==> src/rtl/mmio_controller.sv <==
// rtl/mmio_controller.sv - memory-mapped bus controller with region RAM ports and a control/status window
module mmio_controller #(
    parameter int                            ADDR_W      = 16,
    parameter int                            DATA_W      = 16,
    parameter int                            NUM_REGIONS = 4,
    parameter logic [NUM_REGIONS*ADDR_W-1:0] REGION_BASE = {16'h4400, 16'h2400, 16'h2000, 16'h0000},
    parameter logic [ADDR_W-1:0]             CTRL_BASE   = 16'h4800,
    parameter int                            NUM_CTRL    = 4,
    parameter int                            RD_LAT      = 1
) (
    input  logic                            clk,
    input  logic                            rst,
    input  logic                            req,
    input  logic                            we,
    input  logic [ADDR_W-1:0]               addr,
    input  logic [DATA_W-1:0]               wdata,
    output logic [DATA_W-1:0]               rdata,
    output logic                            ack,
    output logic                            err,
    output logic                            busy,
    output logic [NUM_REGIONS-1:0]          reg_en,
    output logic                            reg_we,
    output logic [ADDR_W-1:0]               reg_addr,
    output logic [DATA_W-1:0]               reg_wdata,
    input  logic [NUM_REGIONS*DATA_W-1:0]   reg_rdata,
    input  logic                            hblank,
    input  logic                            vblank,
    output logic [NUM_CTRL*DATA_W-1:0]      ctrl_out,
    output logic                            irq
);

    localparam int RIDX_W = (NUM_REGIONS > 1) ? $clog2(NUM_REGIONS) : 1;
    localparam int CIDX_W = (NUM_CTRL > 1) ? $clog2(NUM_CTRL) : 1;

    localparam logic [1:0] ST_IDLE  = 2'd0;
    localparam logic [1:0] ST_ISSUE = 2'd1;
    localparam logic [1:0] ST_WAIT  = 2'd2;
    localparam logic [1:0] ST_DONE  = 2'd3;

    localparam logic [1:0] KIND_REGION = 2'd0;
    localparam logic [1:0] KIND_CTRL   = 2'd1;
    localparam logic [1:0] KIND_UNMAP  = 2'd2;

    // Region i spans BOUNDS[i] .. BOUNDS[i+1]-1; the control base closes the last region.
    localparam logic [(NUM_REGIONS+1)*ADDR_W-1:0] BOUNDS = {CTRL_BASE, REGION_BASE};
    localparam logic [ADDR_W-1:0] CTRL_SPAN = ADDR_W'(NUM_CTRL);
    localparam logic [1:0]        WAIT_LOAD = 2'(RD_LAT - 1);

    // Address decode results for the incoming request
    logic [1:0]        dec_kind;
    logic [RIDX_W-1:0] dec_ridx;
    logic [CIDX_W-1:0] dec_cidx;
    logic [ADDR_W-1:0] dec_off;
    logic [ADDR_W-1:0] ctrl_off;
    logic [ADDR_W-1:0] lo;
    logic [ADDR_W-1:0] hi;

    // Registered state
    logic [1:0]        state_q, state_d;
    logic [1:0]        cnt_q, cnt_d;
    logic [1:0]        kind_q, kind_d;
    logic [RIDX_W-1:0] ridx_q, ridx_d;
    logic [CIDX_W-1:0] cidx_q, cidx_d;
    logic              we_q, we_d;
    logic [DATA_W-1:0] rdata_q, rdata_d;
    logic              ack_q, ack_d;
    logic              err_q, err_d;
    logic              busy_q, busy_d;
    logic [NUM_REGIONS-1:0] reg_en_q, reg_en_d;
    logic              reg_we_q, reg_we_d;
    logic [ADDR_W-1:0] reg_addr_q, reg_addr_d;
    logic [DATA_W-1:0] reg_wdata_q, reg_wdata_d;
    logic [DATA_W-1:0] ctrl_q [NUM_CTRL];
    logic [DATA_W-1:0] ctrl_d [NUM_CTRL];
    logic              vb_q, vb_d;
    logic              um_q, um_d;
    logic              irq_q, irq_d;
    logic              vblank_q, vblank_d;

    logic              vb_rise;
    logic              clr_vb;
    logic              clr_um;
    logic              um_set;
    logic [DATA_W-1:0] status_d;

    // Decode the live address into region / control / unmapped
    always_comb begin
        dec_kind = KIND_UNMAP;
        dec_ridx = '0;
        dec_cidx = '0;
        dec_off  = '0;
        lo       = '0;
        hi       = '0;
        ctrl_off = addr - CTRL_BASE;
        for (int i = 0; i < NUM_REGIONS; i++) begin
            lo = BOUNDS[i*ADDR_W +: ADDR_W];
            hi = BOUNDS[(i+1)*ADDR_W +: ADDR_W];
            if (addr >= lo && addr < hi) begin
                dec_kind = KIND_REGION;
                dec_ridx = RIDX_W'(i);
                dec_off  = addr - lo;
            end
        end
        if (addr >= CTRL_BASE && ctrl_off < CTRL_SPAN) begin
            dec_kind = KIND_CTRL;
            dec_cidx = CIDX_W'(ctrl_off);
        end
    end

    // Transaction FSM, control registers and sticky status next-state
    always_comb begin
        state_d     = state_q;
        cnt_d       = cnt_q;
        kind_d      = kind_q;
        ridx_d      = ridx_q;
        cidx_d      = cidx_q;
        we_d        = we_q;
        rdata_d     = rdata_q;
        ack_d       = 1'b0;
        err_d       = 1'b0;
        reg_en_d    = '0;
        reg_we_d    = 1'b0;
        reg_addr_d  = reg_addr_q;
        reg_wdata_d = reg_wdata_q;
        ctrl_d      = ctrl_q;
        clr_vb      = 1'b0;
        clr_um      = 1'b0;
        um_set      = 1'b0;
        vblank_d    = vblank;
        vb_rise     = vblank & ~vblank_q;

        case (state_q)
            ST_IDLE: begin
                if (req) begin
                    state_d     = ST_ISSUE;
                    kind_d      = dec_kind;
                    ridx_d      = dec_ridx;
                    cidx_d      = dec_cidx;
                    we_d        = we;
                    reg_wdata_d = wdata;
                    reg_addr_d  = dec_off;
                    if (dec_kind == KIND_REGION) begin
                        reg_en_d[dec_ridx] = 1'b1;
                        reg_we_d           = we;
                    end
                end
            end
            ST_ISSUE: begin
                state_d = ST_DONE;
                case (kind_q)
                    KIND_REGION: begin
                        if (!we_q) begin
                            state_d = ST_WAIT;
                            cnt_d   = WAIT_LOAD;
                        end
                    end
                    KIND_CTRL: begin
                        if (we_q) begin
                            if (cidx_q == '0) begin
                                clr_vb = reg_wdata_q[1];
                                clr_um = reg_wdata_q[0];
                            end else begin
                                ctrl_d[int'(cidx_q)] = reg_wdata_q;
                            end
                        end else begin
                            rdata_d = ctrl_q[int'(cidx_q)];
                        end
                    end
                    default: begin
                        um_set = 1'b1;
                        if (!we_q) begin
                            rdata_d = '0;
                        end
                    end
                endcase
            end
            ST_WAIT: begin
                if (cnt_q == 2'd0) begin
                    rdata_d = reg_rdata[int'(ridx_q)*DATA_W +: DATA_W];
                    state_d = ST_DONE;
                end else begin
                    cnt_d = cnt_q - 2'd1;
                end
            end
            default: begin
                state_d = ST_IDLE;
                ack_d   = 1'b1;
                err_d   = (kind_q == KIND_UNMAP);
            end
        endcase

        // A vblank rise in the same cycle as a clearing write keeps VB set
        vb_d = (vb_q & ~clr_vb) | vb_rise;
        um_d = (um_q & ~clr_um) | um_set;

        status_d     = '0;
        status_d[15] = hblank;
        status_d[14] = vblank;
        status_d[1]  = vb_d;
        status_d[0]  = um_d;
        ctrl_d[0]    = status_d;

        irq_d  = vb_d & ctrl_d[1][15];
        busy_d = (state_d != ST_IDLE);
    end

    // State registers with synchronous reset
    always_ff @(posedge clk) begin
        if (rst) begin
            state_q     <= ST_IDLE;
            cnt_q       <= '0;
            kind_q      <= KIND_UNMAP;
            ridx_q      <= '0;
            cidx_q      <= '0;
            we_q        <= 1'b0;
            rdata_q     <= '0;
            ack_q       <= 1'b0;
            err_q       <= 1'b0;
            busy_q      <= 1'b0;
            reg_en_q    <= '0;
            reg_we_q    <= 1'b0;
            reg_addr_q  <= '0;
            reg_wdata_q <= '0;
            for (int k = 0; k < NUM_CTRL; k++) begin
                ctrl_q[k] <= '0;
            end
            vb_q        <= 1'b0;
            um_q        <= 1'b0;
            irq_q       <= 1'b0;
            vblank_q    <= 1'b0;
        end else begin
            state_q     <= state_d;
            cnt_q       <= cnt_d;
            kind_q      <= kind_d;
            ridx_q      <= ridx_d;
            cidx_q      <= cidx_d;
            we_q        <= we_d;
            rdata_q     <= rdata_d;
            ack_q       <= ack_d;
            err_q       <= err_d;
            busy_q      <= busy_d;
            reg_en_q    <= reg_en_d;
            reg_we_q    <= reg_we_d;
            reg_addr_q  <= reg_addr_d;
            reg_wdata_q <= reg_wdata_d;
            for (int k = 0; k < NUM_CTRL; k++) begin
                ctrl_q[k] <= ctrl_d[k];
            end
            vb_q        <= vb_d;
            um_q        <= um_d;
            irq_q       <= irq_d;
            vblank_q    <= vblank_d;
        end
    end

    assign rdata     = rdata_q;
    assign ack       = ack_q;
    assign err       = err_q;
    assign busy      = busy_q;
    assign reg_en    = reg_en_q;
    assign reg_we    = reg_we_q;
    assign reg_addr  = reg_addr_q;
    assign reg_wdata = reg_wdata_q;
    assign irq       = irq_q;

    for (genvar g = 0; g < NUM_CTRL; g++) begin : g_ctrl_out
        assign ctrl_out[g*DATA_W +: DATA_W] = ctrl_q[g];
    end

endmodule

==> config.mk <==
export PLATFORM = sky130hd
export DESIGN_NAME = mmio_controller
export DESIGN_NICKNAME = d
export VERILOG_FILES = /design/src/rtl/mmio_controller.sv
export SDC_FILE = /design/constraint.sdc
export NUM_CORES = 1
export LEC_CHECK = 0
export ABC_AREA = 1
export BUFFER_PORTS_ARGS = -buffer_cell sky130_fd_sc_hd__buf_2
export CAP_MARGIN = 20
export CORE_ASPECT_RATIO = 1.2
export CORE_MARGIN = 3
export CORE_UTILIZATION = 28
export CTS_CLUSTER_DIAMETER = 60
export DETAILED_ROUTE_END_ITERATION = 6
export GPL_TIMING_DRIVEN = 0
export MAX_ROUTING_LAYER = met4
export PLACE_DENSITY_LB_ADDON = 0.25
export SYNTH_ARGS = -nofsm -noshare
export SYNTH_HDL_FRONTEND = slang
export SYNTH_SLANG_ARGS = --single-unit
==> constraint.sdc <==
create_clock -name clk -period 1.6 [get_ports clk]
set_input_delay 0.08 -clock clk [delete_from_list [all_inputs] [get_ports clk]]
set_output_delay 0.08 -clock clk [all_outputs]
set_load 0.05 [all_outputs]
==> results of run 1 <==
-- stage by stage --
stage	util [%]	hold slack [ns]	total power, W	instances	setup TNS [ns]
3_3_place_gp	35.7	0.283	0.00809	1325	-32.17
3_5_place_dp	35.7	0.292	0.00811	1325	-33.50
2_1_floorplan	-	0.187	0.00681	852	0
6_report	42.6	0.0948	0.0126	1398	0
5_1_grt	42.6	0.112	0.0132	1398	-1.24
4_1_cts	40.8	0.0828	0.0120	1389	0
-- worst min-delay path by stage --
| stage | from | endpoint | slack [ns] | cells after the start |
|---|---|---|---|---|
| floorplan | hblank | ctrl_out[15] | 0.19 | 2 |
| CTS | addr[10] | reg_addr[10] | 0.08 | 5 |
| global route | addr[11] | reg_addr[11] | 0.11 | 5 |
| detailed placement | hblank | ctrl_out[15] | 0.29 | 3 |
| finish | addr[10] | reg_addr[10] | 0.09 | 5 |
| global placement | hblank | ctrl_out[15] | 0.28 | 3 |
-- Yosys cell counts (2+ instances only) --
cell / n / area, µm²
sky130_fd_sc_hd__ha_1: 16 / 200
sky130_fd_sc_hd__o21ai_1: 8 / 40.0
sky130_fd_sc_hd__xnor2_1: 2 / 17.5
sky130_fd_sc_hd__nand2_1: 142 / 533
sky130_fd_sc_hd__nor2_4: 3 / 33.8
sky130_fd_sc_hd__inv_1: 92 / 345
sky130_fd_sc_hd__buf_1: 3 / 11.3
sky130_fd_sc_hd__buf_4: 16 / 120
sky130_fd_sc_hd__o21ai_0: 81 / 405
sky130_fd_sc_hd__o211ai_1: 17 / 128
sky130_fd_sc_hd__clkinv_1: 3 / 11.3
sky130_fd_sc_hd__a21oi_2: 3 / 26.3
sky130_fd_sc_hd__inv_2: 7 / 26.3
sky130_fd_sc_hd__a22oi_1: 8 / 60.1
sky130_fd_sc_hd__clkbuf_1: 30 / 113
sky130_fd_sc_hd__a21oi_4: 2 / 32.5
sky130_fd_sc_hd__dfxtp_1: 120 / 2400
sky130_fd_sc_hd__a31oi_1: 3 / 18.8
sky130_fd_sc_hd__nand2_2: 6 / 37.5
sky130_fd_sc_hd__o221ai_1: 12 / 105
sky130_fd_sc_hd__nand3_1: 70 / 350
sky130_fd_sc_hd__buf_2: 7 / 35.0
sky130_fd_sc_hd__a21oi_1: 73 / 365
sky130_fd_sc_hd__xor2_1: 3 / 26.3
sky130_fd_sc_hd__buf_6: 2 / 22.5
sky130_fd_sc_hd__nor3_1: 5 / 25.0
sky130_fd_sc_hd__nor2_1: 99 / 372
-- kinds of logic (layout without fill, tap and decap cells) --
group           count (synthesis)  after routing  synth area share [%]
simple gates                  329            329                  23.3
xor+xnor                        5              5                 0.740
compound gates                209            209                  20.2
other cells                     1             12                0.0634
buf+inv                       161            442                  11.6
fa+ha+maj                      16             16                  3.38
flops                         120            120                  40.6
-- timing repair --
action / CTS / global route
gates cloned: 0 / 3
endpoints found under the hold margin: 31 / 0
hold buffers: 29 / 0
pin swaps: 3 / 11
buffers inserted: 4 / 6
setup endpoints to repair: 109 / 62
gates resized for setup: 63 / 87
-- cells in the final DEF (no fill, tap or decap), types with 17 or more instances in the layout --
cell type,Yosys,routed
sky130_fd_sc_hd__nand2_1,142,137
sky130_fd_sc_hd__buf_2,7,212
sky130_fd_sc_hd__nor2_1,99,86
sky130_fd_sc_hd__dlygate4sd3_1,0,29
sky130_fd_sc_hd__dfxtp_1,120,116
sky130_fd_sc_hd__o211ai_1,17,17
sky130_fd_sc_hd__buf_4,16,26
sky130_fd_sc_hd__a21oi_1,73,71
sky130_fd_sc_hd__clkbuf_16,0,20
sky130_fd_sc_hd__o21ai_0,81,71
sky130_fd_sc_hd__inv_1,92,86
sky130_fd_sc_hd__nand3_1,70,58
-- final cells by class --
| class | count | area, µm² | area share, % |
|---|---|---|---|
| flip-flops and latches | 120 | 2410 | 27.6 |
| well taps | 265 | 332 | 3.79 |
| plain buffers | 58 | 423 | 4.84 |
| clock buffers | 21 | 450 | 5.15 |
| clock inverters | 11 | 100 | 1.15 |
| repair buffers | 250 | 1490 | 17.1 |
| multi-input cells | 571 | 3120 | 35.7 |
| inverters | 102 | 409 | 4.68 |
-- routing by layer --
layer | vias to the layer above | track usage [%] | share of wire, %
met5 | - | - | 0
met4 | 0 | 7.21 | 3.1
met3 | 52 | 4.52 | 5.9
met2 | 213 | 33.8 | 50
met1 | 3047 | 22.9 | 41
li1 | 3294 | - | -
-- worst max-delay path, stage by stage (launching register included) --
cell	delay [ns]
sky130_fd_sc_hd__dfxtp_4	0.36
sky130_fd_sc_hd__inv_4	0.06
sky130_fd_sc_hd__ha_4	0.14
sky130_fd_sc_hd__nand2_4	0.07
sky130_fd_sc_hd__nor2_4	0.18
sky130_fd_sc_hd__inv_2	0.09
sky130_fd_sc_hd__nor2_4	0.14
sky130_fd_sc_hd__clkinv_4	0.13
sky130_fd_sc_hd__buf_6	0.16
sky130_fd_sc_hd__o21ai_2	0.10
sky130_fd_sc_hd__a21oi_1	0.05
-- power groups by stage --
stage                     sequential [W]  combinational [W]  clock (W)
after global routing             0.00385            0.00560    0.00378
after global placement           0.00378            0.00431          0
after floorplan                  0.00473            0.00207          0
after detailed placement         0.00378            0.00434          0
final                            0.00380            0.00518    0.00360
after CTS                        0.00373            0.00467    0.00366
==> results_tabular.tex, run 1 <==
\begin{tabular}{lr}
\hline
Metric & Value \\
\hline
\multicolumn{2}{l}{\textbf{Run status}} \\
\quad Run status & complete, no violations \\
\multicolumn{2}{l}{\textbf{Synthesis}} \\
\quad Synthesis Warnings & 0 \\
\quad Flip-flop cell with the highest count after synthesis & sky130\_fd\_sc\_hd\_\_dfxtp\_1 \\
\quad Synthesized area divided by synthesized cell count & 7.04 µm² \\
\quad Proportion of register bits with asynchronous set or reset after synthesis & 0\% \\
\quad Number of distinct standard cells referenced by the synthesized netlist & 35 \\
\quad Seq/Total Area, Yosys & 40.6\% \\
\quad Number of flops mapped to enable cells by yosys & 0 \\
\quad Flops \& latches, synth & 120 \\
\quad Synthesized area & 5920 µm² \\
\quad Number of standard cells after synthesis & 841 \\
\multicolumn{2}{l}{\textbf{Setup path}} \\
\quad Worst endpoint required time & 1.91 ns \\
\quad Worst setup path startpoint & state\_q[1] \\
\quad Critical setup path kind & flip-flop to flip-flop \\
\quad Endpoint type of the worst setup path & flip-flop \\
\quad Register-to-Register Setup Slack & 0.009 ns \\
\quad Crit path arrival time & 1.90 ns \\
\quad Source of the worst register-to-register timing path & state\_q[1] \\
\quad Cell count of the worst reg-to-reg path & 10 \\
\quad Category of the worst setup path launch point & flip-flop \\
\quad Largest fanout on the critical path & 7 \\
\multicolumn{2}{l}{\textbf{Timing}} \\
\quad Hold violation total from the final report & 0 \\
\quad Actual slew at the worst max-slew pin & 0.616 ns \\
\quad Final period util & 99.5\% \\
\quad Final setup slack of the worst path & 0.00877 ns \\
\quad Final period demand of the worst path & 1.59 ns \\
\quad F\_max & 628 MHz \\
\quad Skew final & 0.00767 ns \\
\quad Number of slew-limit violations in the final report & 0 \\
\quad Worst rel slew slack & 58.9\% \\
\quad Final count of negative-setup-slack endpoints & 0 \\
\quad RSZ-0062 raised after global routing & true \\
\multicolumn{2}{l}{\textbf{Floorplan}} \\
\quad DIE AREA & 22,900 µm² \\
\quad Rows & 57 \\
\quad Die width & 139 µm \\
\quad Vertical extent of the die & 165 µm \\
\quad Area of the core region & 20,500 µm² \\
\quad Io pins & 223 \\
\quad Initial Utilization & 28.8\% \\
\multicolumn{2}{l}{\textbf{Clocking}} \\
\quad TritonCTS Buffers & 17 \\
\quad Clock tree from TritonCTS & done \\
\quad CTS clock-pin slew for the worst setup and hold paths & 0.06 ns \\
\quad Number of H-tree levels & 4 \\
\quad Maximum buffer depth of the clock tree & 2 \\
\quad Later-pin clock latency in the skew report & 0.42 ns \\
\quad Num Clock Sinks & 120 \\
\quad Library cell used as clock root buffer & sky130\_fd\_sc\_hd\_\_clkbuf\_16 \\
\multicolumn{2}{l}{\textbf{Route}} \\
\quad Total wire length & 23,100 µm \\
\quad Number of optimization iterations in the first detailed-route pass & 5 \\
\quad Number of DRC violations after detailed routing & 0 \\
\quad Detailed router's first-iteration violation count & 312 \\
\quad Routed vias & 6,606 \\
\quad Number of antenna-violating nets in the routed design & 0 \\
\quad Avg Vias per Cell & 4.73 \\
\quad Average wire per cell in the routed design & 16.6 µm \\
\multicolumn{2}{l}{\textbf{Flow run}} \\
\quad Max-cap check violation count & 0 \\
\multicolumn{2}{l}{\textbf{Power and ir drop}} \\
\quad Total power divided by cell area & 1440 nW/µm² \\
\quad Switching Power & 0.00527 W \\
\quad Leakage dissipation & 4.18 nW \\
\quad Cell internal pwr & 0.00732 W \\
\quad Proportion of power drawn by flip-flops and latches & 30.2\% \\
\quad Switching power as a share of total power & 41.8\% \\
\quad Clock network fraction of design power & 28.6\% \\
\quad Maximum vdd drop & 0.981 mV \\
\quad Combinational group share of total power & 41.2\% \\
\multicolumn{2}{l}{\textbf{Final layout}} \\
\quad FILL cells & 2,172 \\
\quad Antenna fix cells & 0 \\
\quad Ratio of cells with drive above 1 in the final layout & 33.2\% \\
\quad Area growth, synth to finish & 47.6\% \\
\quad Finished Cell Area & 8740 µm² \\
\quad Number of nets in the layout & 1,238 \\
\multicolumn{2}{l}{\textbf{GRT}} \\
\quad Overall global routing resource usage & 19.8\% \\
\quad Initial antenna violation count & 0 \\
\quad Vias in the first global route & 6,272 \\
\quad Wire length of the first global-routing pass & 34,400 µm \\
\quad Maximum number of pins on one net before global-route repair & 17 \\
\quad Total overflow reported by the global router & 0 \\
\multicolumn{2}{l}{\textbf{Placement}} \\
\quad Placement Setup Slack & -0.620 ns \\
\quad Count of input and output buffers & 208 \\
\quad Final RePlAce weighted congestion & 0.825 \\
\quad Post-DP HPWL & 17,200 µm \\
\quad Area of placed instances & 7330 µm² \\
\multicolumn{2}{l}{\textbf{Min path}} \\
\quad Classification of the worst-slack hold path & input port to flip-flop \\
\hline
\end{tabular}
Power figures use the tool's default switching activity.
==> inputs of run 2 (changes only) <==
--- a/config.mk
+++ b/config.mk
@@ -5,7 +5,7 @@
 export SDC_FILE = /design/constraint.sdc
 export NUM_CORES = 1
 export LEC_CHECK = 0
-export ABC_AREA = 1
+export ABC_AREA = 0
 export BUFFER_PORTS_ARGS = -buffer_cell sky130_fd_sc_hd__buf_2
 export CAP_MARGIN = 20
 export CORE_ASPECT_RATIO = 1.2
==> results_tabular.tex, run 2 <==
\begin{tabular}{lr}
\hline
Metric & Value \\
\hline
\multicolumn{2}{l}{\textbf{Run status}} \\
\quad Run status & complete, but fails checks \\
\quad Failing checks & negative setup slack \\
\multicolumn{2}{l}{\textbf{Setup path}} \\
\quad Worst endpoint required time & 1.89 ns (-0.02 ns) \\
\quad Category of the worst setup path launch point & flip-flop \\
\quad Critical setup path kind & flip-flop to flip-flop \\
\quad Largest fanout on the critical path & 6 (-1) \\
\quad Endpoint type of the worst setup path & flip-flop \\
\quad Crit path arrival time & 2.04 ns (+0.14 ns) \\
\multicolumn{2}{l}{\textbf{Synthesis}} \\
\quad Cell with the most instances after synthesis & sky130\_fd\_sc\_hd\_\_dfxtp\_1 \\
\quad Synthesized area & 5850 µm² (-1.2\%) \\
\quad Synthesized area divided by synthesized cell count & 9.55 µm² (+36\%) \\
\quad Number of standard cells after synthesis & 612 (-27\%) \\
\quad Number of flops mapped to enable cells by yosys & 0 (unchanged) \\
\quad Number of distinct standard cells referenced by the synthesized netlist & 59 (+69\%) \\
\quad Commonest cells in the netlist & sky130\_fd\_sc\_hd\_\_dfxtp\_1 (120), sky130\_fd\_sc\_hd\_\_nor2\_1 (93), sky130\_fd\_sc\_hd\_\_mux2i\_1 (62) \\
\quad Flops \& latches, synth & 120 (unchanged) \\
\quad Cell taking the most area after synthesis & sky130\_fd\_sc\_hd\_\_dfxtp\_1 \\
\quad Flip-flop cell with the highest count after synthesis & sky130\_fd\_sc\_hd\_\_dfxtp\_1 \\
\quad Synthesis Warnings & 0 (unchanged) \\
\quad Area contributors post-synth & sky130\_fd\_sc\_hd\_\_dfxtp\_1 (41\%), sky130\_fd\_sc\_hd\_\_mux2i\_1 (11\%), sky130\_fd\_sc\_hd\_\_mux4\_2 (7.7\%) \\
\quad Share of the synthesized area in the top cell type & 41.1\% (+0.50 points) \\
\quad Seq/Total Area, Yosys & 41.1\% (+0.50 points) \\
\quad Proportion of register bits with asynchronous set or reset after synthesis & 0\% (unchanged) \\
\multicolumn{2}{l}{\textbf{Clocking}} \\
\quad Number of H-tree levels & 4 (unchanged) \\
\quad Later-pin clock latency in the skew report & 0.42 ns (about the same) \\
\quad TritonCTS Buffers & 17 (unchanged) \\
\quad Maximum buffer depth of the clock tree & 2 (unchanged) \\
\quad CTS clock-pin slew for the worst setup and hold paths & 0.06 ns (about the same) \\
\quad Clock tree from TritonCTS & done \\
\quad Library cell used as clock root buffer & sky130\_fd\_sc\_hd\_\_clkbuf\_16 \\
\quad Num Clock Sinks & 120 (unchanged) \\
\multicolumn{2}{l}{\textbf{Final layout}} \\
\quad Most common cell after layout, fill and taps aside & sky130\_fd\_sc\_hd\_\_buf\_2 \\
\quad Area growth, synth to finish & 51.8\% \\
\quad Multi-input logic area & 3400 µm² (+9.1\%) \\
\quad Number of nets in the layout & 1,024 (-17\%) \\
\quad FILL cells & 2,059 (-5.2\%) \\
\quad Ratio of cells with drive above 1 in the final layout & 43.1\% (+9.9 points) \\
\quad Most frequent cells in the layout & sky130\_fd\_sc\_hd\_\_buf\_2 (209), sky130\_fd\_sc\_hd\_\_dfxtp\_1 (117), sky130\_fd\_sc\_hd\_\_nor2\_1 (93) \\
\quad Antenna fix cells & 0 (unchanged) \\
\quad Footprint of the flip-flops and latches & 2410 µm² (about the same) \\
\multicolumn{2}{l}{\textbf{Floorplan}} \\
\quad Area of the core region & 20,400 µm² (-0.69\%) \\
\quad Rows & 57 (unchanged) \\
\quad Io pins & 223 (unchanged) \\
\quad Vertical extent of the die & 164 µm (-0.59\%) \\
\quad Initial Utilization & 28.7\% (-0.15 points) \\
\quad DIE AREA & 22,700 µm² (-1.2\%) \\
\quad Die width & 138 µm (-0.59\%) \\
\multicolumn{2}{l}{\textbf{Route}} \\
\quad Detailed router's first-iteration violation count & 235 (-25\%) \\
\quad Average wire per cell in the routed design & 18.9 µm (+14\%) \\
\quad Routed vias & 5,732 (-13\%) \\
\quad Number of antenna-violating nets in the routed design & 0 (unchanged) \\
\quad Number of DRC violations after detailed routing & 0 (unchanged) \\
\quad Total wire length & 22,300 µm (-3.5\%) \\
\quad Avg Vias per Cell & 4.84 (+2.5\%) \\
\quad Number of optimization iterations in the first detailed-route pass & 5 (unchanged) \\
\multicolumn{2}{l}{\textbf{GRT}} \\
\quad Vias in the first global route & 5,645 (-10\%) \\
\quad Wire length of the first global-routing pass & 32,900 µm (-4.4\%) \\
\quad Met1 Resource Use GR & 24.0\% (+1.1 points) \\
\quad GR Util met2 & 33.5\% (-0.33 points) \\
\quad Overall global routing resource usage & 19.9\% (+0.14 points) \\
\quad Total overflow reported by the global router & 0 (unchanged) \\
\quad Met3 layer usage reported by global route & 4.23\% (-0.29 points) \\
\quad Layer with the highest usage & met2 \\
\quad Initial antenna violation count & 0 (unchanged) \\
\quad Maximum number of pins on one net before global-route repair & 17 (unchanged) \\
\multicolumn{2}{l}{\textbf{Power and ir drop}} \\
\quad Proportion of power drawn by flip-flops and latches & 28.9\% (-1.3 points) \\
\quad Switching power as a share of total power & 38.7\% (-3.1 points) \\
\quad Maximum vdd drop & 0.734 mV (-25\%) \\
\quad Cell internal pwr & 0.00774 W (+5.7\%) \\
\quad Leakage dissipation & 3.72 nW (-11\%) \\
\quad Total power divided by cell area & 1420 nW/µm² (-1.2\%) \\
\quad Switching Power & 0.00489 W (-7.2\%) \\
\quad Combinational group share of total power & 40.6\% (-0.6 points) \\
\quad Clock network fraction of design power & 30.5\% (+1.9 points) \\
\multicolumn{2}{l}{\textbf{Timing}} \\
\quad Final count of negative-setup-slack endpoints & 37 (+37) \\
\quad Final setup slack of the worst path & -0.152 ns (-0.161 ns) \\
\quad RSZ-0062 raised after global routing & true \\
\quad Final period util & 110\% (+10 points) \\
\quad Hold violation total from the final report & 0 (unchanged) \\
\quad Actual slew at the worst max-slew pin & 0.751 ns (+0.135 ns) \\
\quad Worst-case hold slack & 0.0419 ns (-0.0529 ns) \\
\quad Worst rel slew slack & 49.9\% (-9.0 points) \\
\quad Final period demand of the worst path & 1.75 ns (+0.161 ns) \\
\quad Number of slew-limit violations in the final report & 0 (unchanged) \\
\quad Skew final & 0.0130 ns (+0.00535 ns) \\
\quad Accumulated negative setup slack & -2.28 ns (-2.28 ns) \\
\quad F\_max & 571 MHz (-9.2\%) \\
\multicolumn{2}{l}{\textbf{Placement}} \\
\quad Post-DP HPWL & 16,100 µm (-6.6\%) \\
\quad Final RePlAce weighted congestion & 0.868 (+5.2\%) \\
\quad Count of input and output buffers & 207 (-0.48\%) \\
\multicolumn{2}{l}{\textbf{Min path}} \\
\quad Classification of the worst-slack hold path & input port to flip-flop \\
\multicolumn{2}{l}{\textbf{Flow run}} \\
\quad Max-cap check violation count & 0 (unchanged) \\
\hline
\end{tabular}
## run 2: cell count changes after synthesis, moves of 8 or more
cell,change
sky130_fd_sc_hd__nand3_1,-53
sky130_fd_sc_hd__mux2i_1,+62
sky130_fd_sc_hd__a211oi_1,+18
sky130_fd_sc_hd__o221ai_1,-11
sky130_fd_sc_hd__o211ai_1,-15
sky130_fd_sc_hd__mux4_2,+20
sky130_fd_sc_hd__nor2b_1,+8
sky130_fd_sc_hd__a21oi_1,-45
sky130_fd_sc_hd__a22oi_1,+20
sky130_fd_sc_hd__nand2_1,-99
sky130_fd_sc_hd__o21ai_0,-67
sky130_fd_sc_hd__inv_1,-82
## run 2: final timing paths
check,from,to,slack [ns],depth (start not counted)
setup reg to reg,state_q[1],flip-flop,-0.15,9
hold reg to reg,reg_addr[15],reg_addr[15],0.48,2
hold / removal,addr[12],reg_addr[12],0.04,3
setup / recovery,state_q[1],flip-flop,-0.15,9
## run 2: logic make-up after synthesis
group	count (synthesis)	synth area share, %
AND/OR/NAND/NOR	199	16.4
flip-flops	120	41.1
AO/OA/AOI/OAI	117	14.0
multiplexers	82	18.3
buffers and inverters	73	6.14
adder cells (fa/ha/maj)	16	3.42
XOR/XNOR	4	0.599
other	1	0.0641
## run 2: per-stage QoR
stage	area (µm²)	setup slack, ns	util, %	instances	power (W)
detailed placement	7320	-0.565	35.9	1095	0.00767
global route	8880	-0.206	43.5	1184	0.0132
floorplan	5950	-0.0488	-	623	0.00652
CTS	8610	-0.153	42.2	1175	0.0123
global placement	7320	-0.556	35.9	1095	0.00766
finish	8880	-0.152	43.5	1184	0.0126
## run 2: area by class of cell
cell class | instances | area share, %
timing repair buffer | 266 | 18.7
inverter | 13 | 0.662
multi-input combinational | 430 | 38.4
sequential | 120 | 27.2
tap | 265 | 3.74
clock inverter | 14 | 1.66
clock buffer | 18 | 4.95
buffer | 58 | 4.82
## run 2: power by group through the flow
stage	Sequential, W	Combinational (W)	Clock (W)
finish	0.00365	0.00513	0.00385
detailed placement	0.00369	0.00399	0
global route	0.00370	0.00549	0.00403
global placement	0.00368	0.00399	0
CTS	0.00363	0.00475	0.00390
floorplan	0.00449	0.00203	0
## run 2: repair_timing
action / in CTS / in global routing
hold buffers: 29 / 0
setup buffers: 16 / 8
endpoints found under the hold margin: 30 / 0
pin swaps: 9 / 31
gates cloned: 4 / 3
resized for setup: 79 / 52
endpoints found under the setup margin: 111 / 113
## run 2: critical path, stage by stage, from the launching register on
cell and delay [ns]:
sky130_fd_sc_hd__dfxtp_2 0.32, sky130_fd_sc_hd__inv_2 0.07, sky130_fd_sc_hd__ha_4 0.15, sky130_fd_sc_hd__nand4b_4 0.12, sky130_fd_sc_hd__buf_12 0.16, sky130_fd_sc_hd__buf_6 0.11, sky130_fd_sc_hd__nor3_4 0.24, sky130_fd_sc_hd__buf_6 0.21
sky130_fd_sc_hd__mux2i_2 0.21, sky130_fd_sc_hd__nor2_1 0.05
## run 2: metal layers
layer | vias to the layer above | part of all wire [%]
met5 | - | 0
met4 | 0 | 1.4
met3 | 19 | 6.1
met2 | 200 | 50
met1 | 2752 | 42
li1 | 2761 | -
